`src/rtl/dtree_pkg.sv`:
```
// Shared types, default sizes, FSM encoding and node tables for the decision-tree sequencer.
package dtree_pkg;

    localparam int unsigned N_FEAT_D    = 16;
    localparam int unsigned FEAT_W_D    = 8;
    localparam int unsigned CLASS_W_D   = 4;
    localparam int unsigned NODE_W_D    = 6;
    localparam int unsigned MAX_DEPTH_D = 16;
    localparam int unsigned FIDX_W      = 5;
    localparam int unsigned TBL_DEPTH   = 8;

    localparam logic [1:0] S_IDLE = 2'd0;
    localparam logic [1:0] S_LOAD = 2'd1;
    localparam logic [1:0] S_EVAL = 2'd2;
    localparam logic [1:0] S_DONE = 2'd3;

    typedef struct packed {
        logic                 is_leaf;
        logic [FIDX_W-1:0]    feat_idx;
        logic [FEAT_W_D-1:0]  thr;
        logic [NODE_W_D-1:0]  left;
        logic [NODE_W_D-1:0]  right;
        logic [CLASS_W_D-1:0] cls;
    } node_t;

    function automatic node_t mk_node(input int unsigned fidx, input int unsigned thr,
                                      input int unsigned l, input int unsigned r);
        node_t n;
        n          = '0;
        n.feat_idx = FIDX_W'(fidx);
        n.thr      = FEAT_W_D'(thr);
        n.left     = NODE_W_D'(l);
        n.right    = NODE_W_D'(r);
        return n;
    endfunction

    function automatic node_t mk_leaf(input int unsigned cls);
        node_t n;
        n         = '0;
        n.is_leaf = 1'b1;
        n.cls     = CLASS_W_D'(cls);
        return n;
    endfunction

    // Unpopulated entries decode as a non-leaf with an impossible feature index.
    localparam node_t BAD_NODE = mk_node(32'(2**FIDX_W - 1), 0, 0, 0);

    localparam node_t TREE0 [TBL_DEPTH] = '{
        mk_node(0, 127, 1, 2), mk_leaf(3), mk_leaf(7), BAD_NODE,
        BAD_NODE, BAD_NODE, BAD_NODE, BAD_NODE
    };

    // Deeper tree with a self-loop at node 5 and a branch to an unpopulated node 8.
    localparam node_t TREE1 [TBL_DEPTH] = '{
        mk_node(1, 50, 1, 2), mk_node(3, 200, 3, 4), mk_node(5, 10, 5, 8), mk_leaf(1),
        mk_node(15, 128, 7, 6), mk_node(0, 0, 5, 5), mk_leaf(12), mk_leaf(9)
    };

endpackage

```
`src/rtl/dtree_node_rom.sv`:
```
// Combinational node-table lookup; indices beyond the table return a bad-node record.
module dtree_node_rom
    import dtree_pkg::*;
#(
    parameter int unsigned TREE_ID = 0,
    parameter int unsigned NODE_W  = NODE_W_D
) (
    input  logic [NODE_W-1:0] node_idx,
    output node_t             node_rec_c
);

    localparam int unsigned TBL_IDX_W = $clog2(TBL_DEPTH);

    logic [TBL_IDX_W-1:0] tbl_idx;

    assign tbl_idx = node_idx[TBL_IDX_W-1:0];

    always_comb begin
        node_rec_c = BAD_NODE;
        if (node_idx < NODE_W'(TBL_DEPTH)) begin
            node_rec_c = (TREE_ID == 0) ? TREE0[tbl_idx] : TREE1[tbl_idx];
        end
    end

endmodule

```
`src/rtl/dtree_seq_ctrl.sv`:
```
// Streams in one feature vector, walks the decision tree one node per cycle and
// holds the class result until the consumer takes it.
module dtree_seq_ctrl
    import dtree_pkg::*;
#(
    parameter int unsigned N_FEAT    = N_FEAT_D,
    parameter int unsigned FEAT_W    = FEAT_W_D,
    parameter int unsigned CLASS_W   = CLASS_W_D,
    parameter int unsigned NODE_W    = NODE_W_D,
    parameter int unsigned MAX_DEPTH = MAX_DEPTH_D,
    parameter int unsigned TREE_ID   = 0
) (
    input  logic               clk,
    input  logic               rst,
    input  logic               feat_valid,
    input  logic [FEAT_W-1:0]  feat_data,
    output logic               feat_ready,
    output logic               out_valid,
    input  logic               out_ready,
    output logic [CLASS_W-1:0] out_class,
    output logic               out_err,
    output logic               busy
);

    localparam int unsigned CNT_W   = $clog2(N_FEAT);
    localparam int unsigned DEPTH_W = $clog2(MAX_DEPTH + 1);

    logic [1:0]         state_q, state_d;
    logic [CNT_W-1:0]   cnt_q, cnt_d;
    logic [NODE_W-1:0]  node_q, node_d;
    logic [DEPTH_W-1:0] depth_q, depth_d;
    logic               out_valid_q, out_valid_d;
    logic [CLASS_W-1:0] out_class_q, out_class_d;
    logic               out_err_q, out_err_d;
    logic               busy_q, busy_d;
    logic               feat_ready_q, feat_ready_d;

    logic [FEAT_W-1:0]  feat_buf_q [N_FEAT];

    node_t              node_rec_c;
    logic [FEAT_W-1:0]  feat_sel_c;
    logic [FEAT_W-1:0]  thr_c;
    logic               go_left_c;
    logic               bad_c;
    logic               accept_c;

    dtree_node_rom #(
        .TREE_ID (TREE_ID),
        .NODE_W  (NODE_W)
    ) u_rom (
        .node_idx   (node_q),
        .node_rec_c (node_rec_c)
    );

    // Single time-shared comparator plus error detection for the current node.
    always_comb begin
        thr_c      = FEAT_W'(node_rec_c.thr);
        feat_sel_c = feat_buf_q[node_rec_c.feat_idx[CNT_W-1:0]];
        go_left_c  = (feat_sel_c <= thr_c);
        bad_c      = (depth_q == DEPTH_W'(MAX_DEPTH)) ||
                     (32'(node_rec_c.feat_idx) >= 32'(N_FEAT));
        accept_c   = feat_valid && feat_ready_q;
    end

    always_comb begin
        state_d     = state_q;
        cnt_d       = cnt_q;
        node_d      = node_q;
        depth_d     = depth_q;
        out_class_d = out_class_q;
        out_err_d   = out_err_q;

        case (state_q)
            S_IDLE, S_LOAD: begin
                if (accept_c) begin
                    if (cnt_q == CNT_W'(N_FEAT - 1)) begin
                        state_d = S_EVAL;
                        cnt_d   = '0;
                        node_d  = '0;
                        depth_d = '0;
                    end else begin
                        state_d = S_LOAD;
                        cnt_d   = cnt_q + CNT_W'(1);
                    end
                end
            end
            S_EVAL: begin
                if (node_rec_c.is_leaf) begin
                    out_class_d = CLASS_W'(node_rec_c.cls);
                    out_err_d   = 1'b0;
                    state_d     = S_DONE;
                end else if (bad_c) begin
                    out_class_d = '0;
                    out_err_d   = 1'b1;
                    state_d     = S_DONE;
                end else begin
                    node_d  = go_left_c ? NODE_W'(node_rec_c.left) : NODE_W'(node_rec_c.right);
                    depth_d = depth_q + DEPTH_W'(1);
                end
            end
            S_DONE: begin
                if (out_ready) begin
                    state_d = S_IDLE;
                end
            end
            default: state_d = S_IDLE;
        endcase

        out_valid_d  = (state_d == S_DONE);
        busy_d       = (state_d != S_IDLE);
        feat_ready_d = (state_d == S_IDLE) || (state_d == S_LOAD);
    end

    always_ff @(posedge clk or posedge rst) begin
        if (rst) begin
            state_q      <= S_IDLE;
            cnt_q        <= '0;
            node_q       <= '0;
            depth_q      <= '0;
            out_valid_q  <= 1'b0;
            out_class_q  <= '0;
            out_err_q    <= 1'b0;
            busy_q       <= 1'b0;
            feat_ready_q <= 1'b0;
        end else begin
            state_q      <= state_d;
            cnt_q        <= cnt_d;
            node_q       <= node_d;
            depth_q      <= depth_d;
            out_valid_q  <= out_valid_d;
            out_class_q  <= out_class_d;
            out_err_q    <= out_err_d;
            busy_q       <= busy_d;
            feat_ready_q <= feat_ready_d;
        end
    end

    // Feature storage carries no reset; every sample rewrites all entries before use.
    always_ff @(posedge clk) begin
        if (accept_c) begin
            feat_buf_q[cnt_q] <= feat_data;
        end
    end

    assign feat_ready = feat_ready_q;
    assign out_valid  = out_valid_q;
    assign out_class  = out_class_q;
    assign out_err    = out_err_q;
    assign busy       = busy_q;

endmodule

```
`config.mk`:
```
export PLATFORM = sky130hd
export DESIGN_NAME = dtree_seq_ctrl
export DESIGN_NICKNAME = d
export VERILOG_FILES = /design/src/rtl/dtree_pkg.sv /design/src/rtl/dtree_node_rom.sv /design/src/rtl/dtree_seq_ctrl.sv
export SDC_FILE = /design/constraint.sdc
export NUM_CORES = 1
export LEC_CHECK = 0
export ABC_CLOCK_PERIOD_IN_PS = 3000
export BUFFER_PORTS_ARGS = -buffer_cell sky130_fd_sc_hd__buf_2
export CORE_ASPECT_RATIO = 1.75
export CORE_UTILIZATION = 45
export DETAILED_ROUTE_END_ITERATION = 12
export PLACE_DENSITY_LB_ADDON = 0.08
export SYNTH_ARGS = -nofsm -noshare
export SYNTH_HDL_FRONTEND = slang
export SYNTH_SLANG_ARGS = --single-unit
```
`constraint.sdc`:
```
create_clock -name clk -period 3 [get_ports clk]
set_clock_uncertainty 0.2 [all_clocks]
set_input_delay 0.45 -clock clk [delete_from_list [all_inputs] [get_ports clk]]
set_output_delay 0.45 -clock clk [all_outputs]
set_load 0.01 [all_outputs]
```
# After elaboration in Yosys (flattened, before gate mapping)
# Memories as Yosys holds them, arrays and structs flattened.
# Cells that the tools add are included.
# word_totals
regBits	25
mem_bits_rw	128
romBits	240
inputBits	12
output_inout_bits	8
wordCells	68
mem_count	2
# classes
addsub	2
order_cmp	4
eq_ne	11
muxes	27
bitwise	1
n_reduce_logical	12
# memory_table
name	words	width	rd	rd_ports_with_merged_regs	write_ports	line_no	text
(name not given)	8	30	1	0	0	dtree_node_rom.sv:21	node_rec_c = (TREE_ID == 0) ? TREE0[tbl_idx] : TREE1[tbl_idx];
feat_buf_q	16	8	1	0	1	dtree_seq_ctrl.sv:38	logic [FEAT_W-1:0] feat_buf_q [N_FEAT];
# ops
operator	count
$mux 30	3
$mux 6	5
$mux 5	4
$mux 4	3
$pmux 6 s2	1
$mux 2	5
$pmux 5 s2	1
$le 8x8->1	1
$ne 2x2->1 const B	4
$eq 2x2->1 const B	3
$lt 6x4->1 const B	1
$pmux 2 s3	1
$reduce_bool 2->1	3
$add 5x1->5 const B	1
$eq 5x5->1 const B	1
$ge 5x5->1 const B	1
$reduce_and 5->1	1
$add 4x1->4 const B	1
$eq 2x1->1 const B	2
$eq 4x4->1 const B	1
$ge 4x4->1 const B	1
$logic_not 2->1	2
$mux 1	4
$not 3->4	1
other kinds (4)	6

# Logic depth before layout (Yosys ltp)
# logic_depth
ltp_word	12
mapped_depth	9
mapped_depth_nobuf	9

# Cells and area by module
# Synthesis repeated with hierarchy kept, for this count alone.
# unflattened
cells_unflattened	406
area_unflattened_um2	6884.1
# by_module_without_submodules
mod	instances	cells_each	area_each_um2	seq_area_each_um2
dtree_seq_ctrl	1	369	6602.6	4469.3
dtree_node_rom	1	37	281.5	0.0

# Least setup slack after synthesis
# Ideal clock, no wire load.
# synth_timing
path_type	reg-to-reg
from	reg node_q[1]
to	reg node_q[0]
setup_ns	0.122
arrival_ns	2.216
t_required_ns	2.678
setup_slack_ns	0.462
path_stages_with_launch	10
path_buffers	1
synth_period_minus_slack_ns	2.538
path_cell_list	dfrtp_1 ha_1 buf_6 mux2_2 ha_1 nor3b_1 nor3_1 o221a_1 or3_1 a32o_1
# synth_between
elab_chain_len	11
elab_cells_between_ends	17
classes_between	order compare: 3; eq/ne: 2; mux: 7; bitwise: 1; reduce/logical: 2; memory: 2
# synth_lines
element	line_no	text
start, declared	dtree_seq_ctrl.sv:30	logic [NODE_W-1:0] node_q, node_d;
start signal, assigned	dtree_seq_ctrl.sv:128	node_q <= node_d;
$not 3->4 (not written as such)	dtree_node_rom.sv:21	
$mem_v2 8x30	--	
$mux 30 (not written as such) (2 in series)	dtree_node_rom.sv:21	
$mux 30 *	dtree_node_rom.sv:20	if (node_idx < NODE_W'(TBL_DEPTH)) begin
$mem_v2 16x8	--	
$le 8x8->1	dtree_seq_ctrl.sv:59	go_left_c = (feat_sel_c <= thr_c);
$mux 6	dtree_seq_ctrl.sv:97	node_d = go_left_c ? NODE_W'(node_rec_c.left) : NODE_W'(node_rec_c.right);
$mux 6	dtree_seq_ctrl.sv:92	end else if (bad_c) begin
$mux 6	dtree_seq_ctrl.sv:88	if (node_rec_c.is_leaf) begin
$pmux 6 s2	dtree_seq_ctrl.sv:73	case (state_q)
# Mark *: on every way between the ends. The rest lies on a longest branch, timed or not. The select of a mux whose other input is x is not followed.
# A chain may end at the register's enable or synchronous reset.

# Worst setup path after layout
# Same ends and word-level chain as after synthesis.

==> run_results.csv <==
group,metric,value,unit
critical_path,path_buf_inv,0,
clocking,cts_resized,0,
critical_path,cp-start-kind,"register",
placed_design,dp.cells,199,
power,power.internal,1.05,mW
power,power,1.56,mW
layout,fill_cells,294,
global_route,grt_max_degree,20,
layout,final_layout_size_suffix_gt1_share,22.2,%
sta,finalSetupViolCount,0,
global_route,grt_first_pass_wirelength,4780,µm
critical_path,critical-path-max-stage-delay,0.41,ns
critical_path,cpMaxStageDelayCell,"dfrtp_1",
power,power.switching,0.504,mW
synthesis,syn_nets,161,
layout,final_cell_mix,"19 x dfrtp_1, 18 x buf_2, 16 x edfxtp_1",
sta,period_minus_slack,2.81,ns
global_route,grt.busiest_layer,"met2",
clocking,clock_path_buffers,2,
clocking,numCtsBuffers,5,
layout,instances_no_fill,207,
critical_path,required,2.97,ns
clocking,clk_latency,0.28,ns
power,vdd_drop_max,511,µV
synthesis,synthArstFlopShare,54.3,%
global_route,grtUsageMet1,19.9,%
synthesis,synth_cells,137,
power,seqPwrFrac,45.2,%
sta,period_share,93.6,%
power,p_clk_share,26.4,%
clocking,h-tree-depth,2,
critical_path,crit_arrival,2.78,ns
sta,timing.slew.headroom,45.8,%
detailed_routing,drtPass1Iterations,4,
layout,fin_nets,185,
clocking,clkTransAtPathRegs,0.07,ns
sta,tightestPinTransition,0.809,ns
global_route,use_met2,29.3,%
synthesis,synth-edff-count,16,
global_route,first_global_vias,1067,
die,design.core.area,3470,µm²
hold_path,hold_path_class,"primary input to async pin",
run,drv_cap,0,
clocking,cts_tree,"built",
global_route,grt_remaining_overflow,0,
critical_path,crit_chain,"ha_1, mux2_2, ha_1, nor3b_1, nor3_1, o221a_1, or3_1, a32o_1",
die,initial_utilization,48.0,%
layout,layout_commonest_cell,"dfrtp_1",
die,rows,28,
global_route,antenna_found_initial,0,
sta,max_freq,356,MHz
clocking,clock_sinks,35,
detailed_routing,drcViolationCount,0,
detailed_routing,routed_wl,2960,µm
clocking,post_cts_buffers,0,
layout,final_core_util,55.1,%
sta,maxSlewViolCount,0,
power,power_leakage,0.813,nW
synthesis,synth_flop_cell,"dfrtp_1",
placed_design,numPortBuffers,18,
synthesis,yosysUniqueCellTypes,34,
sta,rsz0062_at_grt,"no",
detailed_routing,viasPerCell,5.18,
critical_path,cp_top_family,"adder cells",
synthesis,syn_avg_cell_area,12.1,µm²
detailed_routing,routedWlPerCell,14.3,µm
synthesis,ys_ff_latch,35,
power,p_sw_share,32.3,%
power,combPwrFrac,28.4,%
detailed_routing,drt_first_iter_violations,20,
run_status,outcome,"finished clean",
die,ioPinCount,20,
power,cellPowerDensity,816,nW/µm²
placed_design,dp_hpwl,2170,µm
die,die_width,48.0,µm
detailed_routing,dr_total_vias,1073,
die,die_area,3950,µm²
sta,hold_ws,0.0844,ns
global_route,globalRouteMet3Util,4.13,%
critical_path,worstPathMaxFanout,7,
die,die_h,82.4,µm
synthesis,seq_area_frac_synth,57.4,%
synthesis,netlist_area,1660,µm²
layout,multi_input_area,641,µm²
clocking,cts_hold_buf,0,
sta,finalHoldViolCount,0,
layout,antennaDiodeCount,0,
synthesis,yosysWarnings,0,
critical_path,end_kind,"register",
clocking,root_buffer,"clkbuf_8",
critical_path,cp_common_cell,"ha_1",
placed_design,gp_congestion,0.896,
layout,regArea,956,µm²
layout,area_growth,14.8,%
sta,tns,0,ns
critical_path,path_class,"register to register",
detailed_routing,postRouteAntennaNets,0,
global_route,grt_use_total,17.9,%
Yosys cell counts, drive strengths merged (2+ instances only):
cell type	number	area [µm²]
or3	2	13.8
nand4	3	18.8
buf	3	26.3
dfrtp	19	475
nor2	10	37.5
nor3	2	10.0
o21ai	5	25.0
inv	10	37.5
nand2	13	48.8
mux2	6	67.6
edfxtp	16	480
xnor2	3	26.3
ha	12	150
nand3	3	15.0
xor2	5	43.8
mux2i	4	43.8
nor2b	3	18.8
a21oi	5	25.0
flip-flops by register name, indices dropped and copies added, names as in the netlist:
name        cells
out_valid       1
out_err         1
out_class       2
feat_buf_q     16
state_q         2
depth_q         5
busy            1
cnt_q           4
node_q          2
feat_ready      1
cell type report:
cell class,instances,share of cell area [%]
clock buffer,5,3.60
clock inverter,3,2.03
inverter,10,1.96
multi-input combinational,88,33.5
sequential,35,50.0
tap,45,2.95
timing repair buffer,21,5.89
metrics by stage:
| step | instance area (µm²) | setup WS [ns] |
|---|---|---|
| final | 1910 | 0.193 |
| after global routing | 1910 | 0.0617 |
| after CTS | 1910 | 0.184 |
| after detailed placement | 1800 | 0.198 |
| after global placement | 1800 | 0.283 |
| after floorplan | 1660 | 0.462 |
power groups by stage:
stage	clock network (mW)	registers, mW	logic, mW
after floorplan	0	0.698	0.329
after global placement	0	0.706	0.431
after detailed placement	0	0.711	0.441
after CTS	0.426	0.704	0.445
after global routing	0.444	0.719	0.503
final	0.412	0.704	0.442
kinds of logic (layout without fill, tap and decap cells):
family,after synthesis,after routing,synth area share (%)
fa+ha+maj,12,12,9.02
mux,10,10,6.69
other cells,1,1,0.225
flops,35,35,57.4
xor+xnor,8,8,4.21
simple gates,40,40,11.7
compound gates,17,17,6.62
buf+inv,14,39,4.06
final timing paths:
| check | start | end | slack [ns] | cells past startpoint |
|---|---|---|---|---|
| hold / removal | rst | cnt_q[3] | 0.08 | 2 |
| min in group clk | feat_data[1] | feat_buf_q[15][1] | 0.15 | 1 |
| hold reg to reg | out_class[2] | out_class[2] | 0.31 | 1 |
| setup / recovery | node_q[1] | node_q[0] | 0.19 | 8 |
| setup reg to reg | node_q[1] | node_q[0] | 0.19 | 8 |
| max in group asynchronous | rst | out_class[2] | 2.04 | 2 |
layer usage:
metal  share of wire, %  routed length, µm
met1                 40               1200
met2                 53               1580
met3                3.7                110
met4                2.6                 78
met5                  0                  0
No activity file was read; power rests on OpenSTA's default activity.
